[config.mk]
export PLATFORM = sky130hd
export DESIGN_NAME = adc_scan_seq
export DESIGN_NICKNAME = d
export VERILOG_FILES = /design/src/rtl/adc_scan_seq.sv
export SDC_FILE = /design/constraint.sdc
export NUM_CORES = 1
export LEC_CHECK = 0
export CELL_PAD_IN_SITES_DETAIL_PLACEMENT = 0
export CELL_PAD_IN_SITES_GLOBAL_PLACEMENT = 1
export CORE_UTILIZATION = 40
export CTS_BUF_LIST = sky130_fd_sc_hd__clkbuf_4
export DETAILED_ROUTE_END_ITERATION = 7
export PLACE_DENSITY = 0.73
export RECOVER_POWER = 25
export SLEW_MARGIN = 20
export SYNTH_ARGS = -nofsm -noshare
export SYNTH_HDL_FRONTEND = slang
export SYNTH_SLANG_ARGS = --single-unit
[constraint.sdc]
create_clock -name clk_3125KHz -period 10.47 [get_ports clk_3125KHz]
set_input_delay 1.5705 -clock clk_3125KHz [delete_from_list [all_inputs] [get_ports clk_3125KHz]]
set_output_delay 1.5705 -clock clk_3125KHz [all_outputs]
set_load 0.05 [all_outputs]
[src/rtl/adc_scan_seq.sv]
// Scans the CH_MASK channels of an ADC128S022-class SPI ADC, averages 2^AVG_LOG2 conversions
// per channel and publishes results; define ADC_SCAN_THRESH_EN to add THRESH and line_bits.
module adc_scan_seq #(
  parameter logic [7:0] CH_MASK    = 8'b0000_0111,
  parameter int         AVG_LOG2   = 0,
  parameter int         SCK_HALF   = 1,
  parameter int         CS_GAP     = 2,
  parameter bit         CONTINUOUS = 1'b1
`ifdef ADC_SCAN_THRESH_EN
  ,
  parameter logic [11:0] THRESH    = 12'd1000
`endif
) (
  input  logic        clk_3125KHz,
  input  logic        rst_n,
  input  logic        start,
  input  logic        adc_dout,
  output logic        adc_cs_n,
  output logic        adc_sck,
  output logic        adc_din,
  output logic        busy,
  output logic        sample_valid,
  output logic [2:0]  sample_ch,
  output logic [11:0] sample_data,
  output logic [95:0] ch_values,
  output logic        scan_done
`ifdef ADC_SCAN_THRESH_EN
  ,
  output logic [7:0]  line_bits
`endif
);

  localparam logic [1:0]  S_IDLE   = 2'd0;
  localparam logic [1:0]  S_FRAME  = 2'd1;
  localparam logic [1:0]  S_GAP    = 2'd2;
  localparam int          ACC_W    = 12 + AVG_LOG2;
  localparam logic [2:0]  REP_LAST = 3'((1 << AVG_LOG2) - 1);
  localparam logic [15:0] HALF_RLD = 16'(SCK_HALF - 1);
  localparam logic [15:0] GAP_RLD  = 16'(CS_GAP - 1);

  function automatic logic [2:0] lowest_ch(input logic [7:0] m);
    logic [2:0] r;
    r = '0;
    for (int k = 7; k >= 0; k--) if (m[k]) r = 3'(k);
    return r;
  endfunction

  function automatic logic [2:0] highest_ch(input logic [7:0] m);
    logic [2:0] r;
    r = '0;
    for (int k = 0; k < 8; k++) if (m[k]) r = 3'(k);
    return r;
  endfunction

  localparam logic [2:0] FIRST_CH = lowest_ch(CH_MASK);
  localparam logic [2:0] LAST_CH  = highest_ch(CH_MASK);

  // Next enabled channel above c, wrapping to the first one.
  function automatic logic [2:0] next_ch(input logic [2:0] c);
    logic [2:0] r;
    r = FIRST_CH;
    for (int k = 7; k >= 0; k--) if (CH_MASK[k] && (k > int'(c))) r = 3'(k);
    return r;
  endfunction

  function automatic logic din_for(input logic [3:0] n, input logic [2:0] a);
    case (n)
      4'd2:    return a[2];
      4'd3:    return a[1];
      4'd4:    return a[0];
      default: return 1'b0;
    endcase
  endfunction

  logic [1:0]       state_q, state_d;
  logic             cs_n_q, cs_n_d, sck_q, sck_d, din_q, din_d;
  logic             busy_q, busy_d, phase_q, phase_d, last_q, last_d;
  logic [15:0]      half_q, half_d, gap_q, gap_d;
  logic [3:0]       bit_q, bit_d;
  logic [10:0]      shift_q, shift_d;
  logic [ACC_W-1:0] acc_q, acc_d;
  logic [2:0]       addr_ch_q, addr_ch_d, addr_rep_q, addr_rep_d;
  logic [2:0]       data_ch_q, data_ch_d, data_rep_q, data_rep_d;
  logic             data_vld_q, data_vld_d;
  logic             sv_q, sv_d, done_q, done_d;
  logic [2:0]       sch_q, sch_d;
  logic [11:0]      sdat_q, sdat_d;
  logic [95:0]      chv_q, chv_d;
`ifdef ADC_SCAN_THRESH_EN
  logic [7:0]       lb_q, lb_d;
`endif
  logic             start_frame;

  wire [11:0]      word      = {shift_q, adc_dout};
  wire [ACC_W-1:0] acc_sum   = ((data_rep_q == 3'd0) ? '0 : acc_q) + ACC_W'(word);
  wire [11:0]      pub_val   = 12'(acc_sum >> AVG_LOG2);
  wire             data_last = data_vld_q && (data_ch_q == LAST_CH) && (data_rep_q == REP_LAST);

  always_comb begin
    state_d = state_q; cs_n_d = cs_n_q; sck_d = sck_q; din_d = din_q;
    busy_d = busy_q; phase_d = phase_q; last_d = last_q;
    half_d = half_q; gap_d = gap_q; bit_d = bit_q; shift_d = shift_q; acc_d = acc_q;
    addr_ch_d = addr_ch_q; addr_rep_d = addr_rep_q;
    data_ch_d = data_ch_q; data_rep_d = data_rep_q; data_vld_d = data_vld_q;
    sv_d = 1'b0; done_d = 1'b0; sch_d = sch_q; sdat_d = sdat_q; chv_d = chv_q;
`ifdef ADC_SCAN_THRESH_EN
    lb_d = lb_q;
`endif
    start_frame = 1'b0;
    case (state_q)
      S_IDLE: if (CONTINUOUS || start) begin
        busy_d      = 1'b1;
        start_frame = 1'b1;
      end
      S_FRAME: begin
        if (half_q != 16'd0) begin
          half_d = half_q - 16'd1;
        end else if (!phase_q) begin
          // SCK rising: sample the ADC, and on bit 15 fold the finished word in.
          sck_d   = 1'b1;
          phase_d = 1'b1;
          half_d  = HALF_RLD;
          shift_d = {shift_q[9:0], adc_dout};
          if (bit_q == 4'd15 && data_vld_q) begin
            if (data_rep_q == REP_LAST) begin
              sv_d   = 1'b1;
              sch_d  = data_ch_q;
              sdat_d = pub_val;
              chv_d[int'(data_ch_q)*12 +: 12] = pub_val;
`ifdef ADC_SCAN_THRESH_EN
              lb_d[data_ch_q] = (pub_val >= THRESH);
`endif
              if (data_ch_q == LAST_CH) begin
                done_d = 1'b1;
                if (!CONTINUOUS) busy_d = 1'b0;
              end
            end else begin
              acc_d = acc_sum;
            end
          end
        end else if (bit_q != 4'd15) begin
          sck_d   = 1'b0;
          phase_d = 1'b0;
          half_d  = HALF_RLD;
          bit_d   = bit_q + 4'd1;
          din_d   = din_for(bit_q + 4'd1, addr_ch_q);
        end else begin
          cs_n_d  = 1'b1;
          din_d   = 1'b0;
          state_d = S_GAP;
          gap_d   = GAP_RLD;
          if (!CONTINUOUS && data_last) begin
            last_d     = 1'b1;
            data_vld_d = 1'b0;
            addr_ch_d  = FIRST_CH;
            addr_rep_d = 3'd0;
          end else begin
            data_ch_d  = addr_ch_q;
            data_rep_d = addr_rep_q;
            data_vld_d = 1'b1;
            if (addr_rep_q == REP_LAST) begin
              addr_rep_d = 3'd0;
              addr_ch_d  = next_ch(addr_ch_q);
            end else begin
              addr_rep_d = addr_rep_q + 3'd1;
            end
          end
        end
      end
      S_GAP: begin
        if (gap_q != 16'd0) begin
          gap_d = gap_q - 16'd1;
        end else if (last_q) begin
          state_d = S_IDLE;
          last_d  = 1'b0;
        end else begin
          start_frame = 1'b1;
        end
      end
      default: state_d = S_IDLE;
    endcase
    if (start_frame) begin
      state_d = S_FRAME; cs_n_d = 1'b0; sck_d = 1'b0; din_d = 1'b0;
      bit_d = 4'd0; phase_d = 1'b0; half_d = HALF_RLD;
    end
  end

  always_ff @(posedge clk_3125KHz or negedge rst_n) begin
    if (!rst_n) begin
      state_q <= S_IDLE; cs_n_q <= 1'b1; sck_q <= 1'b1; din_q <= 1'b0;
      busy_q <= 1'b0; phase_q <= 1'b0; last_q <= 1'b0;
      half_q <= '0; gap_q <= '0; bit_q <= '0; shift_q <= '0; acc_q <= '0;
      addr_ch_q <= FIRST_CH; addr_rep_q <= '0;
      data_ch_q <= '0; data_rep_q <= '0; data_vld_q <= 1'b0;
      sv_q <= 1'b0; done_q <= 1'b0; sch_q <= '0; sdat_q <= '0; chv_q <= '0;
`ifdef ADC_SCAN_THRESH_EN
      lb_q <= '0;
`endif
    end else begin
      state_q <= state_d; cs_n_q <= cs_n_d; sck_q <= sck_d; din_q <= din_d;
      busy_q <= busy_d; phase_q <= phase_d; last_q <= last_d;
      half_q <= half_d; gap_q <= gap_d; bit_q <= bit_d; shift_q <= shift_d; acc_q <= acc_d;
      addr_ch_q <= addr_ch_d; addr_rep_q <= addr_rep_d;
      data_ch_q <= data_ch_d; data_rep_q <= data_rep_d; data_vld_q <= data_vld_d;
      sv_q <= sv_d; done_q <= done_d; sch_q <= sch_d; sdat_q <= sdat_d; chv_q <= chv_d;
`ifdef ADC_SCAN_THRESH_EN
      lb_q <= lb_d;
`endif
    end
  end

  assign adc_cs_n     = cs_n_q;
  assign adc_sck      = sck_q;
  assign adc_din      = din_q;
  assign busy         = busy_q;
  assign sample_valid = sv_q;
  assign sample_ch    = sch_q;
  assign sample_data  = sdat_q;
  assign ch_values    = chv_q;
  assign scan_done    = done_q;
`ifdef ADC_SCAN_THRESH_EN
  assign line_bits    = lb_q;
`endif

endmodule

==> flow_metrics.env <==
export IMPL_synth_cells=901
export IMPL_postCtsResizedCells=0
export IMPL_die_y_um=153
export IMPL_dp_cells=1246
export IMPL_ys_seq_area_share_pct=52.0
export IMPL_grtUsageTotal_pct=20.8
export IMPL_max_clock_path_buffers=2
export IMPL_via_per_inst=5.42
export IMPL_cts_tree="built"
export IMPL_num_rows=54
export IMPL_critPathSlowestCell="o31ai_1"
export IMPL_power_frac_clock_pct=35.2
export IMPL_p_leak_nw=4.95
export IMPL_fp_dieW_um=153
export IMPL_finalMaxSlewViolations=0
export IMPL_initial_core_util_pct=41.2
export IMPL_wl_per_cell_um=18.3
export IMPL_grt_pass1_wl_mm=38.3
export IMPL_pwr_share_comb_pct=4.0
export IMPL_crit_required_ns=11.00
export IMPL_wl_met3_mm=1.36
export IMPL_hold_viol=0
export IMPL_drt_initial_drc_count=499
export IMPL_antenna_found_initial=1
export IMPL_vias=6939
export IMPL_cp_max_fo=9
export IMPL_cts_max_level=4
export IMPL_final_cell_mix="dfrtp_1 (187), nand2_1 (135), clkdlybuf4s50_1 (117)"
export IMPL_p_per_area_nw_per_um2=112
export IMPL_top_layer_used="met4"
export IMPL_reg2reg_depth=9
export IMPL_outcome="finished with violations"
export IMPL_area_delta_synth_final_pct=18.3
export IMPL_ctsHoldBuffers=0
export IMPL_clk_pin_slew_ns=0.17
export IMPL_clk_latency_ns=0.60
export IMPL_fin_crit_sh_pct=41.4
export IMPL_switching_share_pct=27.2
export IMPL_instances_no_fill=1280
export IMPL_die_area_um2=23400
export IMPL_min_path_type="reg2reg"
export IMPL_violations="DRC"
export IMPL_fin_worst_skew_ns=0.0282
export IMPL_gp_congestion=0.837
export IMPL_slew_headroom_pct=29.7
export IMPL_synthFlopType="dfrtp_1"
export IMPL_max_clock_freq_mhz=231
export IMPL_core_area_um2=22100
export IMPL_avgSynthCellArea_um2=10.1
export IMPL_synth_cell_types=79
export IMPL_async_reset_ff_share_pct=100
export IMPL_whs_path_depth=0
export IMPL_post_route_min_period_ns=4.33
export IMPL_io_pins=121
export IMPL_fin_util_pct=48.7
export IMPL_ys_ff_latch=189
export IMPL_switchingPower_w=0.000329
export IMPL_final_common_cell="dfrtp_1"
export IMPL_drc_errors=12
export IMPL_grt_pass1_vias=6912
export IMPL_holdWs_ns=0.396
export IMPL_wl_met1_mm=10.7
export IMPL_finalSetupTns_ns=0
export IMPL_final_antenna_net_count=0
export IMPL_drt_pass1_iter_count=8
export IMPL_post_cts_buffers=0
export IMPL_numCtsBuffers=17
export IMPL_io_buffers=118
export IMPL_grt_max_degree=112
export IMPL_routed_wl_met2_mm=10.9
export IMPL_cp_arrival_ns=4.86
export IMPL_ir_drop_v=0.0000605
export IMPL_critPathLaunchType="input pin"
export IMPL_seqPwrFrac_pct=60.8
export IMPL_cpPeakStageDelay_ns=0.66
export IMPL_cts_root_buf="clkbuf_4"
export IMPL_max_cap_violations=0
export IMPL_dpl_hpwl_mm=16.4
export IMPL_setup_viol=0
export IMPL_final_nets=1015
export IMPL_ys_warn_count=0
export IMPL_critical_path_class="in2reg"
export IMPL_synth_area_um2=9100
export IMPL_clock_sinks=189
export IMPL_routed_wl_mm=23.4
export IMPL_p_int_w=0.000881
export IMPL_rsz0062_at_grt="no"
export IMPL_fillers=2106
export IMPL_grt_remaining_overflow=0
export IMPL_layout_drive_gt1_share_pct=9.22
export IMPL_syn_num_nets=931
export IMPL_end_kind="flop"
export IMPL_tightest_slew_ns=1.05
export IMPL_crit_chain="clkdlybuf4s50_1 > ha_1 > fa_1 > a21o_1 > a211oi_2 > o21ai_0 > xnor2_2 > o31ai_1 > a22o_1"
export IMPL_synth_edf_count=0
[registers in the layout (all words and copies together), names as in the netlist, 2 cells and up]
name and flops:
gap_q 16, half_q 16, sample_ch 2, data_rep_q 3, shift_q 11, data_ch_q 2
ch_values 96, addr_ch_q 2, sample_data 12, state_q 2, acc_q 12, bit_q 4
addr_rep_q 3
[worst max-delay path: cells and delay by family]
| kind | cells | cell delay [ns] |
|---|---|---|
| AO/OA/AOI/OAI | 5 | 1.76 |
| adder cells (fa/ha/maj) | 2 | 0.73 |
| XOR/XNOR | 1 | 0.33 |
| buffers and inverters | 1 | 0.47 |
[logic make-up after synthesis]
| kind of cell | count (synthesis) | synth area share, % |
|---|---|---|
| AND/OR/NAND/NOR | 340 | 18.7 |
| XOR/XNOR | 36 | 3.55 |
| flip-flops | 189 | 52.0 |
| buffers and inverters | 80 | 3.56 |
| other | 1 | 0.0412 |
| adder cells (fa/ha/maj) | 26 | 3.66 |
| multiplexers | 36 | 4.37 |
| AO/OA/AOI/OAI | 193 | 14.1 |
[power by group through the flow]
stage,combinational [W],sequential [W],clock (W)
3_5_place_dp,0.0000491,0.000749,0
6_report,0.0000483,0.000735,0.000426
5_1_grt,0.0000539,0.000736,0.000469
2_1_floorplan,0.0000218,0.000749,0
3_3_place_gp,0.0000490,0.000749,0
4_1_cts,0.0000493,0.000735,0.000438
[layout make-up]
cell class              count  area (um^2)  share of cell area [%]
diodes                      2         5.00                  0.0465
well taps                 280          350                    3.26
clock buffers              18          135                    1.26
repair buffers            126         1250                    11.6
flip-flops and latches    189         4730                    44.0
clock inverters            14          174                    1.62
inverters                  19         71.3                   0.663
multi-input cells         632         4050                    37.6
[metrics by stage]
step | total power [W] | setup slack, ns | instance area [um^2]
after floorplan | 0.000770 | 6.67 | 9100
after global placement | 0.000797 | 5.50 | 10400
after detailed placement | 0.000798 | 5.49 | 10400
after CTS | 0.00122 | 6.14 | 10800
after global routing | 0.00126 | 5.99 | 10800
final | 0.00121 | 6.14 | 10800
[synthesized netlist by cell type (3+ instances only)]
library cell | n | area, um^2
a32oi_1 | 4 | 35.0
a22o_1 | 10 | 87.6
o21bai_1 | 3 | 22.5
o2bb2ai_1 | 3 | 26.3
o211ai_1 | 12 | 90.1
and4_1 | 3 | 26.3
nor4b_1 | 5 | 43.8
nor3_1 | 17 | 85.1
xnor2_1 | 12 | 105
and3_1 | 6 | 37.5
or4_1 | 4 | 30.0
nand3_1 | 16 | 80.1
ha_1 | 25 | 313
a21oi_1 | 28 | 140
dfrtp_1 | 187 | 4680
xor2_1 | 23 | 201
and2_1 | 10 | 62.6
a21o_1 | 8 | 60.1
mux2i_1 | 6 | 60.1
o21ai_0 | 66 | 330
nor4_1 | 10 | 62.6
a22oi_1 | 4 | 30.0
o41ai_1 | 3 | 26.3
nand2_1 | 135 | 507
mux2_2 | 30 | 338
nand4_1 | 9 | 56.3
nor2b_1 | 15 | 93.8
or3_1 | 9 | 56.3
clkbuf_1 | 50 | 188
buf_2 | 7 | 35.0
inv_1 | 18 | 67.6
nor2_1 | 65 | 244
nand2b_1 | 13 | 81.3
o31ai_1 | 25 | 188
[layer usage]
layer  vias to the layer above  track usage, %
li1                       3348               -
met4                         0            5.48
met1                      3334            28.4
met3                        29            4.03
met5                         -               0
met2                       228            33.9
[worst paths after layout]
check,end,slack [ns],start
worst max-delay path,ch_values[66],6.14,adc_dout
worst min-delay path,ch_values[81],0.40,ch_values[81]
worst max register to register,ch_values[51],6.31,data_ch_q[0]
worst min register to register,ch_values[81],0.40,ch_values[81]
max in group asynchronous,gap_q[15],8.11,rst_n
min in group asynchronous,ch_values[95],1.06,rst_n
No activity file was read; power rests on OpenSTA's default activity.
